<file path="config.mk">
export PLATFORM = sky130hd
export DESIGN_NAME = demux_1to4
export DESIGN_NICKNAME = d
export VERILOG_FILES = /design/src/rtl/demux_pkg.sv /design/src/rtl/demux_dec.sv /design/src/rtl/demux_1to4.sv
export SDC_FILE = /design/constraint.sdc
export NUM_CORES = 1
export LEC_CHECK = 0
export ABC_CLOCK_PERIOD_IN_PS = 800
export CORE_AREA = 4 4 41 43
export DETAILED_ROUTE_END_ITERATION = 8
export DIE_AREA = 0 0 45 47
export PLACE_DENSITY_LB_ADDON = 0.15
export SETUP_SLACK_MARGIN = 0.3
export SLEW_MARGIN = 20
export SYNTH_ARGS = -nofsm -noshare
export SYNTH_HDL_FRONTEND = slang
export SYNTH_HIERARCHICAL = 1
export SYNTH_SLANG_ARGS = --single-unit
</file>
<file path="constraint.sdc">
create_clock -name clk -period 0.8 [get_ports clk]
set_input_delay 0.16 -clock clk [delete_from_list [all_inputs] [get_ports clk]]
set_output_delay 0.16 -clock clk [all_outputs]
set_load 0.02 [all_outputs]
</file>
<file path="src/rtl/demux_pkg.sv">
// Shared constants and the binary-to-one-hot helper for the demux family.
// onehot_dec works on a fixed maximum width; callers narrow the result to N_OUT bits.
package demux_pkg;

  localparam int DEMUX_DATA_W  = 1;
  localparam int DEMUX_N_OUT   = 4;
  localparam int DEMUX_MAX_OUT = 32;

  // Bit k is set when sel == k and k < n; all zeros when sel >= n.
  function automatic logic [DEMUX_MAX_OUT-1:0] onehot_dec(
    input logic [DEMUX_MAX_OUT-1:0] sel,
    input int                       n
  );
    logic [DEMUX_MAX_OUT-1:0] v;
    v = '0;
    for (int k = 0; k < DEMUX_MAX_OUT; k++) begin
      if (k < n && sel == DEMUX_MAX_OUT'(k)) v[k] = 1'b1;
    end
    return v;
  endfunction

endpackage

</file>
<file path="src/rtl/demux_dec.sv">
// Combinational binary-to-one-hot decoder with range check.
// An index with no matching lane shows up as an all-zero vector and oor=1.
module demux_dec
  import demux_pkg::*;
#(
  parameter  int N_OUT = DEMUX_N_OUT,
  localparam int SEL_W = $clog2(N_OUT)
) (
  input  logic [SEL_W-1:0] sel,
  output logic [N_OUT-1:0] onehot,
  output logic             oor
);

  always_comb begin
    // NOTE: every output gets a default first so no path through the block infers a latch.
    onehot = '0;
    oor    = 1'b0;
    onehot = N_OUT'(onehot_dec(DEMUX_MAX_OUT'(sel), N_OUT));
    oor    = ~|onehot;
  end

endmodule

</file>
<file path="src/rtl/demux_1to4.sv">
// Registered 1-to-N demultiplexer: din is steered to lane[sel], all other lanes are zero.
// dout_sel marks the selected lane so a selected zero can be told apart from no selection.
module demux_1to4
  import demux_pkg::*;
#(
  parameter  int DATA_W = DEMUX_DATA_W,
  parameter  int N_OUT  = DEMUX_N_OUT,
  localparam int SEL_W  = $clog2(N_OUT)
) (
  input  logic                    clk,
  input  logic                    rst,
  input  logic                    en,
  input  logic [DATA_W-1:0]       din,
  input  logic [SEL_W-1:0]        sel,
  output logic [N_OUT*DATA_W-1:0] dout,
  output logic [N_OUT-1:0]        dout_sel,
  output logic                    sel_err
);

  logic [N_OUT-1:0]        dec_onehot;
  logic                    dec_oor;
  logic [N_OUT*DATA_W-1:0] lanes_d;

  demux_dec #(.N_OUT(N_OUT)) u_dec (
    .sel    (sel),
    .onehot (dec_onehot),
    .oor    (dec_oor)
  );

  // Each lane is din gated by its decode bit, so at most one lane can be non-zero.
  always_comb begin
    lanes_d = '0;
    for (int k = 0; k < N_OUT; k++) begin
      lanes_d[k*DATA_W +: DATA_W] = din & {DATA_W{dec_onehot[k] & en}};
    end
  end

  always_ff @(posedge clk or posedge rst) begin
    if (rst) begin
      // NOTE: non-blocking so every register samples pre-edge values, independent of statement order.
      dout     <= '0;
      dout_sel <= '0;
      sel_err  <= 1'b0;
    end else begin
      dout     <= lanes_d;
      dout_sel <= en ? dec_onehot : '0;
      sel_err  <= en & dec_oor;
    end
  end

endmodule

</file>
* Yosys cells after proc, flatten, opt, wreduce, memory -nomap -nowiden *
Cells that the tools add are included.

word-level totals
  logic and storage cells = 23
  memory bits (writable) = 0
  memories kept = 0
  register bits after elaboration = 9
  input bits = 6
  latch bits = 0
  output and inout port bits = 9
  ROM bits = 0

operators by class
  divide/modulo/power cells = 0
  $lt $le $gt $ge = 0
  bitwise gates (word level) = 9
  reductions and logical operators = 3
  shift operators = 0
  add/subtract/negate cells = 0
  eq/ne operators = 3
  multipliers = 0
  mux-type cells = 5

operators with widths
  operator              count
  $and A1 B1 Y1         9
  $eq A2 B2 Y1 const B  2
  $mux W1               4
  $mux W4               1
  $reduce_or A4 Y1      1
  $eq A2 B1 Y1 const B  1
  $logic_not A2 Y1      1
  $logic_not A1 Y1      1

* Depth between registers and ports, before layout *
Gate-level depths: netlist of run 1.

  depth after elaboration = 5
  gate-level depth with buffers = 2
  mapped depth without buffers = 2

* Cells and area by module *
Netlist of run 1, hierarchy kept.

by module, submodules not included
  module      area each (um^2)  cells an instance  instances  seq. area each (um^2)
  demux_1to4  291.5             19                 1          225.2
  demux_dec   37.5              6                  1          0.0

* Least setup slack after synthesis of run 1 *
Ideal clock, no wire load.

  path kind = in2reg
  from = input port sel[1]
  to = register dout_sel[1]
  path buffers = 0
  stages on the path = 2
  library setup time = 0.120 ns
  arrival = 0.521 ns
  required time = 0.680 ns
  setup slack = 0.159 ns
  cell sequence = and2b_2 and2_2

on the way
  word-level cells in the longest chain between the ends = 3

ends and longest elaborated chain
  item                  RTL line          text
  start, declared       demux_1to4.sv:14  input logic [SEL_W-1:0] sel,
  $eq A2 B1 Y1          demux_pkg.sv:17   if (k < n && sel == DEMUX_MAX_OUT'(k)) v[k] = 1'b1;
  $mux W1               demux_pkg.sv:17
  $mux W4               demux_1to4.sv:46  dout_sel <= en ? dec_onehot : '0;
  end signal, assigned  demux_1to4.sv:46
  end, declared         demux_1to4.sv:16  output logic [N_OUT-1:0] dout_sel,

No other way between the ends.

* Worst setup path after layout of run 1 *
  from = register sel_err
  to = output port sel_err

RTL lines
  item                    RTL line          text
  start, declared         demux_1to4.sv:17  output logic sel_err
  start signal, assigned  demux_1to4.sv:47  sel_err <= en & dec_oor;

No word-level cell between the ends.

==> results of run 1 <==
[routing by layer]
| metal | up-vias | global-route usage | wire (um) |
|---|---|---|---|
| li1 | 110 | - | - |
| met1 | 100 | 0.0592 | 196 |
| met2 | 11 | 0.105 | 295 |
| met3 | 2 | 0.0268 | 60 |
| met4 | 0 | 0.105 | 15 |
| met5 | - | 0 | 0 |
[per-stage QoR]
step,setup TNS [ps],cell area (um^2),power [uW],util
detailed placement,-4670,500,614,0.385
finish,-953,532,934,0.409
global placement,-4460,500,611,0.385
floorplan,0,342,543,-
CTS,-1070,528,950,0.406
global route,-1230,532,981,0.409
[sequential cells by signal (all words and copies together), names as in the netlist]
signal    cells
sel_err       1
dout          4
dout_sel      4
[layout by cell type, fill, tap and decap left out, drive strengths merged]
| master | n |
|---|---|
| buf | 12 |
| dfrtp | 9 |
| and2 | 6 |
| and3 | 4 |
| clkbuf | 4 |
| clkinvlp | 1 |
| dlygate4sd2 | 1 |
| clkdlybuf4s15 | 1 |
| clkdlybuf4s50 | 1 |
| nor2b | 1 |
| nor2 | 1 |
| and2b | 1 |
| conb | 1 |
[layout make-up]
type | count | share of cell area
sequential | 9 | 0.424
timing repair buffer | 15 | 0.280
multi-input combinational | 14 | 0.198
clock buffer | 4 | 0.0494
tap | 15 | 0.0353
inverter | 1 | 0.0141
[worst min path at each step]
stage,endpoint,from,slack [ps],cells after the start
floorplan,dout[0],rst,-10,1
global placement,dout_sel[0],rst,430,2
detailed placement,sel_err,rst,430,2
CTS,sel_err,rst,170,2
global route,dout_sel[1],rst,200,2
finish,sel_err,rst,170,2
[power breakdown]
| part | switching [uW] | internal (uW) |
|---|---|---|
| clock network | 138 | 191 |
| logic | 57.7 | 69.8 |
| registers | 6.67 | 471 |
[timing repair]
item                                    CTS  global route
hold buffers                              0             0
pin swaps                                 0             0
cloned                                    0             0
endpoints found under the setup margin   17            18
resized for setup                        66             1
[kinds of logic after synthesis]
kind of cell | synth area share
other | 0.0114
and+or+nand+nor | 0.270
buffers and inverters | 0.0342
DFF | 0.684
==> flow_metrics.py, run 1 <==
metrics = {
    "grt": {
        "grt_pass1_vias": 238,
        "grt_overflow_total": 0,
        "grt_max_degree": 10,
        "track_usage": 0.0697,
        "grt_pass1_wl_um": 945,
        "antenna_found_initial": 0,
    },
    "yosys": {
        "synth_area_um2": 329,
        "yosys-top-cells-count": "dfrtp_1, and2_2, and3_1",
        "async_reset_ff_frac": 1.00,
        "synth.most_common_cell": "dfrtp_1",
        "syn_area_per_cell_um2": 13.2,
        "synth_edf_count": 0,
        "yosysWarnings": 6,
        "yosys.area.top_type_share": 0.684,
        "synth_area_leaders": "dfrtp_1, and2_2, and3_1",
        "synth-seq-cells": 9,
        "synth_fp_nets": 31,
        "synth_ff_type": "dfrtp_1",
        "ys_types": 9,
        "yosys.area.top_type": "dfrtp_1",
        "netlist_instances": 25,
        "synth_seq_area_share": 0.684,
    },
    "placement": {
        "io_buffers": 14,
        "gp_congestion": 0.725,
        "dp_slack_ps": -375,
        "placed_cells": 54,
    },
    "die": {
        "die_h_um": 47,
        "io_pins": 15,
        "start_util": 0.253,
        "die_area_um2": 2120,
        "coreArea_um2": 1300,
        "die_w_um": 45,
        "row_count": 13,
    },
    "timing": {
        "fmax_ghz": 1.10,
        "rsz0062_at_grt": "true",
        "post-route-period-util": 1.14,
        "timing.final.ws_setup_ps": -112,
        "setup_viol": 9,
        "finalCriticalPeriod_ps": 912,
        "slew_violations": 0,
        "fin_hold_ws_ps": 174,
        "hold_viol_final": 0,
    },
    "final_layout": {
        "layout.cells.non_filler": 58,
        "nets": 50,
        "final_layout_size_suffix_gt1_frac": 0.581,
        "diodes": 0,
        "multiInputGateArea_um2": 105,
        "area_growth_pct": 61.6,
        "regArea_um2": 225,
        "n_fill_cell": 122,
    },
    "power_and_ir_drop": {
        "p_leak_uw": 0.000284,
        "vdd_drop_max_v": 0.000541,
        "power_density_nw_per_um2": 1760,
    },
    "worst_setup_path": {
        "end_kind": "primary output",
        "cp_max_fo": 1,
        "path_cells": "buf_6",
        "required_ps": 640,
        "path_depth": 1,
        "cp.buffers_inverters": 1,
        "critical_path.startpoint": "sel_err",
        "slowest_stage": "dfrtp_1",
        "max_stage_delay_ps": 370,
        "cp_top_family": "flip-flops",
        "start_kind": "flip-flop",
        "crit_arrival_ps": 750,
        "endpoint": "sel_err",
        "path_class": "flip-flop to primary output",
    },
    "hold_path": {
        "holdCritPathClass": "input port to asynchronous set/reset pin",
    },
    "drt": {
        "antenna_left": 0,
        "wl_per_cell_um": 9.79,
        "wl_um": 568,
        "drcViolationCount": 0,
        "via_per_inst": 3.84,
        "dr.pass1.iters": 1,
        "vias": 223,
        "dr.first_iter.drc_count": 0,
    },
    "run": {
        "maxCapViolCount": 0,
    },
    "clock_network": {
        "cts_tree": "yes",
        "clk_pin_slew_worst_paths_ps": 60,
        "postCtsSetupRepairBufs": 0,
        "cts_root_buffer": "clkbuf_4",
        "cts_buffers": 3,
        "clk_path_buf_depth": 2,
        "cts.sinks": 9,
        "htreeDepth": 1,
    },
    "outcome": {
        "violations": "negative setup slack",
        "status": "finished with violations",
    },
}
Power figures use the tool's default switching activity.
==> inputs of run 2 (changes only) <==
--- a/config.mk
+++ b/config.mk
@@ -7,6 +7,7 @@
 export LEC_CHECK = 0
 export ABC_CLOCK_PERIOD_IN_PS = 800
 export CORE_AREA = 4 4 41 43
+export CTS_CLUSTER_SIZE = 8
 export DETAILED_ROUTE_END_ITERATION = 8
 export DIE_AREA = 0 0 45 47
 export PLACE_DENSITY_LB_ADDON = 0.15
==> results of run 2 <==
The final DEF is identical to that of run 1; final timing and power are the same.
==> inputs of run 3 (changes only) <==
--- a/config.mk
+++ b/config.mk
@@ -10,9 +10,9 @@
 export CTS_CLUSTER_SIZE = 8
 export DETAILED_ROUTE_END_ITERATION = 8
 export DIE_AREA = 0 0 45 47
+export DONT_BUFFER_PORTS = 1
 export PLACE_DENSITY_LB_ADDON = 0.15
 export SETUP_SLACK_MARGIN = 0.3
-export SLEW_MARGIN = 20
 export SYNTH_ARGS = -nofsm -noshare
 export SYNTH_HDL_FRONTEND = slang
 export SYNTH_HIERARCHICAL = 1
==> run 3 against run 2 <==
Compared with the run above:
- the flow finishes with violations (negative hold slack, negative setup slack)
- setup slack better by 48 ps
- final cell count down 26%
- power down 5.5%
- combinational power down 68%
- critical path depth down 1
- count of clock-buffer cells in the layout unchanged
- worst hold slack worse by 430 ps
- clock power up 4%
- core utilization down 11 points
- global-route usage up 0.37 points
- cell area down 27%
==> flow_metrics.py, run 3 (synthesis results as in run 1) <==
metrics = {
    "placement": {
        "placed_area_um2": 353,
        "io_buffers": 0,
        "dp_slack_ps": 185,
        "gp_congestion": 0.648,
    },
    "power_and_ir_drop": {
        "p_leak_uw": 0.000197,
        "vdd_drop_max_v": 0.000480,
        "power_density_nw_per_um2": 2270,
    },
    "clock_network": {
        "cts.sinks": 9,
        "htreeDepth": 1,
        "postCtsSetupRepairBufs": 0,
        "cts_tree": "yes",
        "clk_path_buf_depth": 2,
        "cts_buffers": 3,
        "clk_pin_slew_worst_paths_ps": 60,
        "cts_root_buffer": "clkbuf_4",
    },
    "drt": {
        "antenna_left": 0,
        "wl_um": 599,
        "dr.first_iter.drc_count": 1,
        "vias": 170,
        "wl_per_cell_um": 13.9,
        "via_per_inst": 3.95,
        "dr.pass1.iters": 2,
        "drcViolationCount": 0,
    },
    "timing": {
        "fmax_ghz": 1.16,
        "hold_viol_final": 9,
        "finalCriticalPeriod_ps": 863,
        "setup_viol": 9,
        "fin_setup_tns_ps": -521,
        "timing.final.ws_setup_ps": -63.4,
        "rsz0062_at_grt": "true",
        "fin_hold_ws_ps": -256,
        "post-route-period-util": 1.08,
        "slew_violations": 0,
    },
    "worst_setup_path": {
        "path_class": "flip-flop to primary output",
        "cp_max_fo": 1,
        "required_ps": 640,
        "end_kind": "primary output",
        "start_kind": "flip-flop",
        "crit_arrival_ps": 700,
    },
    "die": {
        "die_area_um2": 2120,
        "die_h_um": 47,
        "io_pins": 15,
        "row_count": 13,
        "start_util": 0.253,
        "coreArea_um2": 1300,
        "die_w_um": 45,
    },
    "final_layout": {
        "n_fill_cell": 143,
        "utilization": 0.298,
        "final_layout_size_suffix_gt1_frac": 0.643,
        "area_growth_pct": 17.9,
        "design_area_um2": 388,
        "nets": 35,
        "mostFrequentLayoutCell": "dfrtp_2",
        "top_regs": "dout x4, dout_sel x4, sel_err x1",
        "diodes": 0,
        "layout_common_cells": "dfrtp_2, and2_4, and3_1, clkbuf_4",
    },
    "outcome": {
        "violations": "negative hold slack, negative setup slack",
        "status": "finished with violations",
    },
    "run": {
        "maxCapViolCount": 0,
    },
    "grt": {
        "grt_pass1_vias": 183,
        "grt_pass1_wl_um": 924,
        "grt_max_degree": 10,
        "grt_overflow_total": 0,
        "antenna_found_initial": 0,
        "track_usage": 0.0734,
    },
    "hold_path": {
        "holdCritPathClass": "input port to asynchronous set/reset pin",
    },
}
run 3: layout make-up:
class,count,area [um^2],area share
clock buffer,4,26.3,0.0677
inverter,1,3.75,0.00968
multi-input combinational,14,105,0.271
sequential,9,234,0.603
tap,15,18.8,0.0484
run 3: final timing paths:
check                      startpoint           to  slack (ps)  cells past startpoint
min                               rst      dout[0]        -260                      1
max in group asynchronous         rst  dout_sel[2]         790                      1
min in group clk                   en  dout_sel[3]          50                      1
max                           dout[1]      dout[1]         -60                      0
run 3: report_power, final:
| group | total [uW] | leakage (uW) | switching, uW | internal (uW) |
|---|---|---|---|---|
| sequential | 500 | 0.000111 | 26.5 | 473 |
| combinational | 40.1 | 0.0000710 | 16.2 | 23.9 |
| clock | 343 | 0.0000150 | 151 | 192 |
run 3: stage by stage:
step | total power [uW] | hold slack [ps] | std cells
after detailed placement | 547 | 20.5 | 39
after floorplan | 543 | -12.1 | 25
after global routing | 943 | -233 | 43
after global placement | 546 | 16.1 | 39
final | 882 | -256 | 43
after CTS | 900 | -262 | 43
run 3: timing repair:
| action | CTS | global route |
|---|---|---|
| gates cloned | 0 | 0 |
| resized for setup | 7 | 0 |
| endpoints found under the setup margin | 9 | 9 |
| endpoints found under the hold margin | 9 | 9 |
| pin swaps | 0 | 0 |
run 3: per-layer routing:
layer,track usage,vias up,wire [um]
met3,0.0345,2,92
li1,-,81,-
met4,0.123,0,19
met5,0,-,0
met2,0.0932,11,277
met1,0.0679,76,209
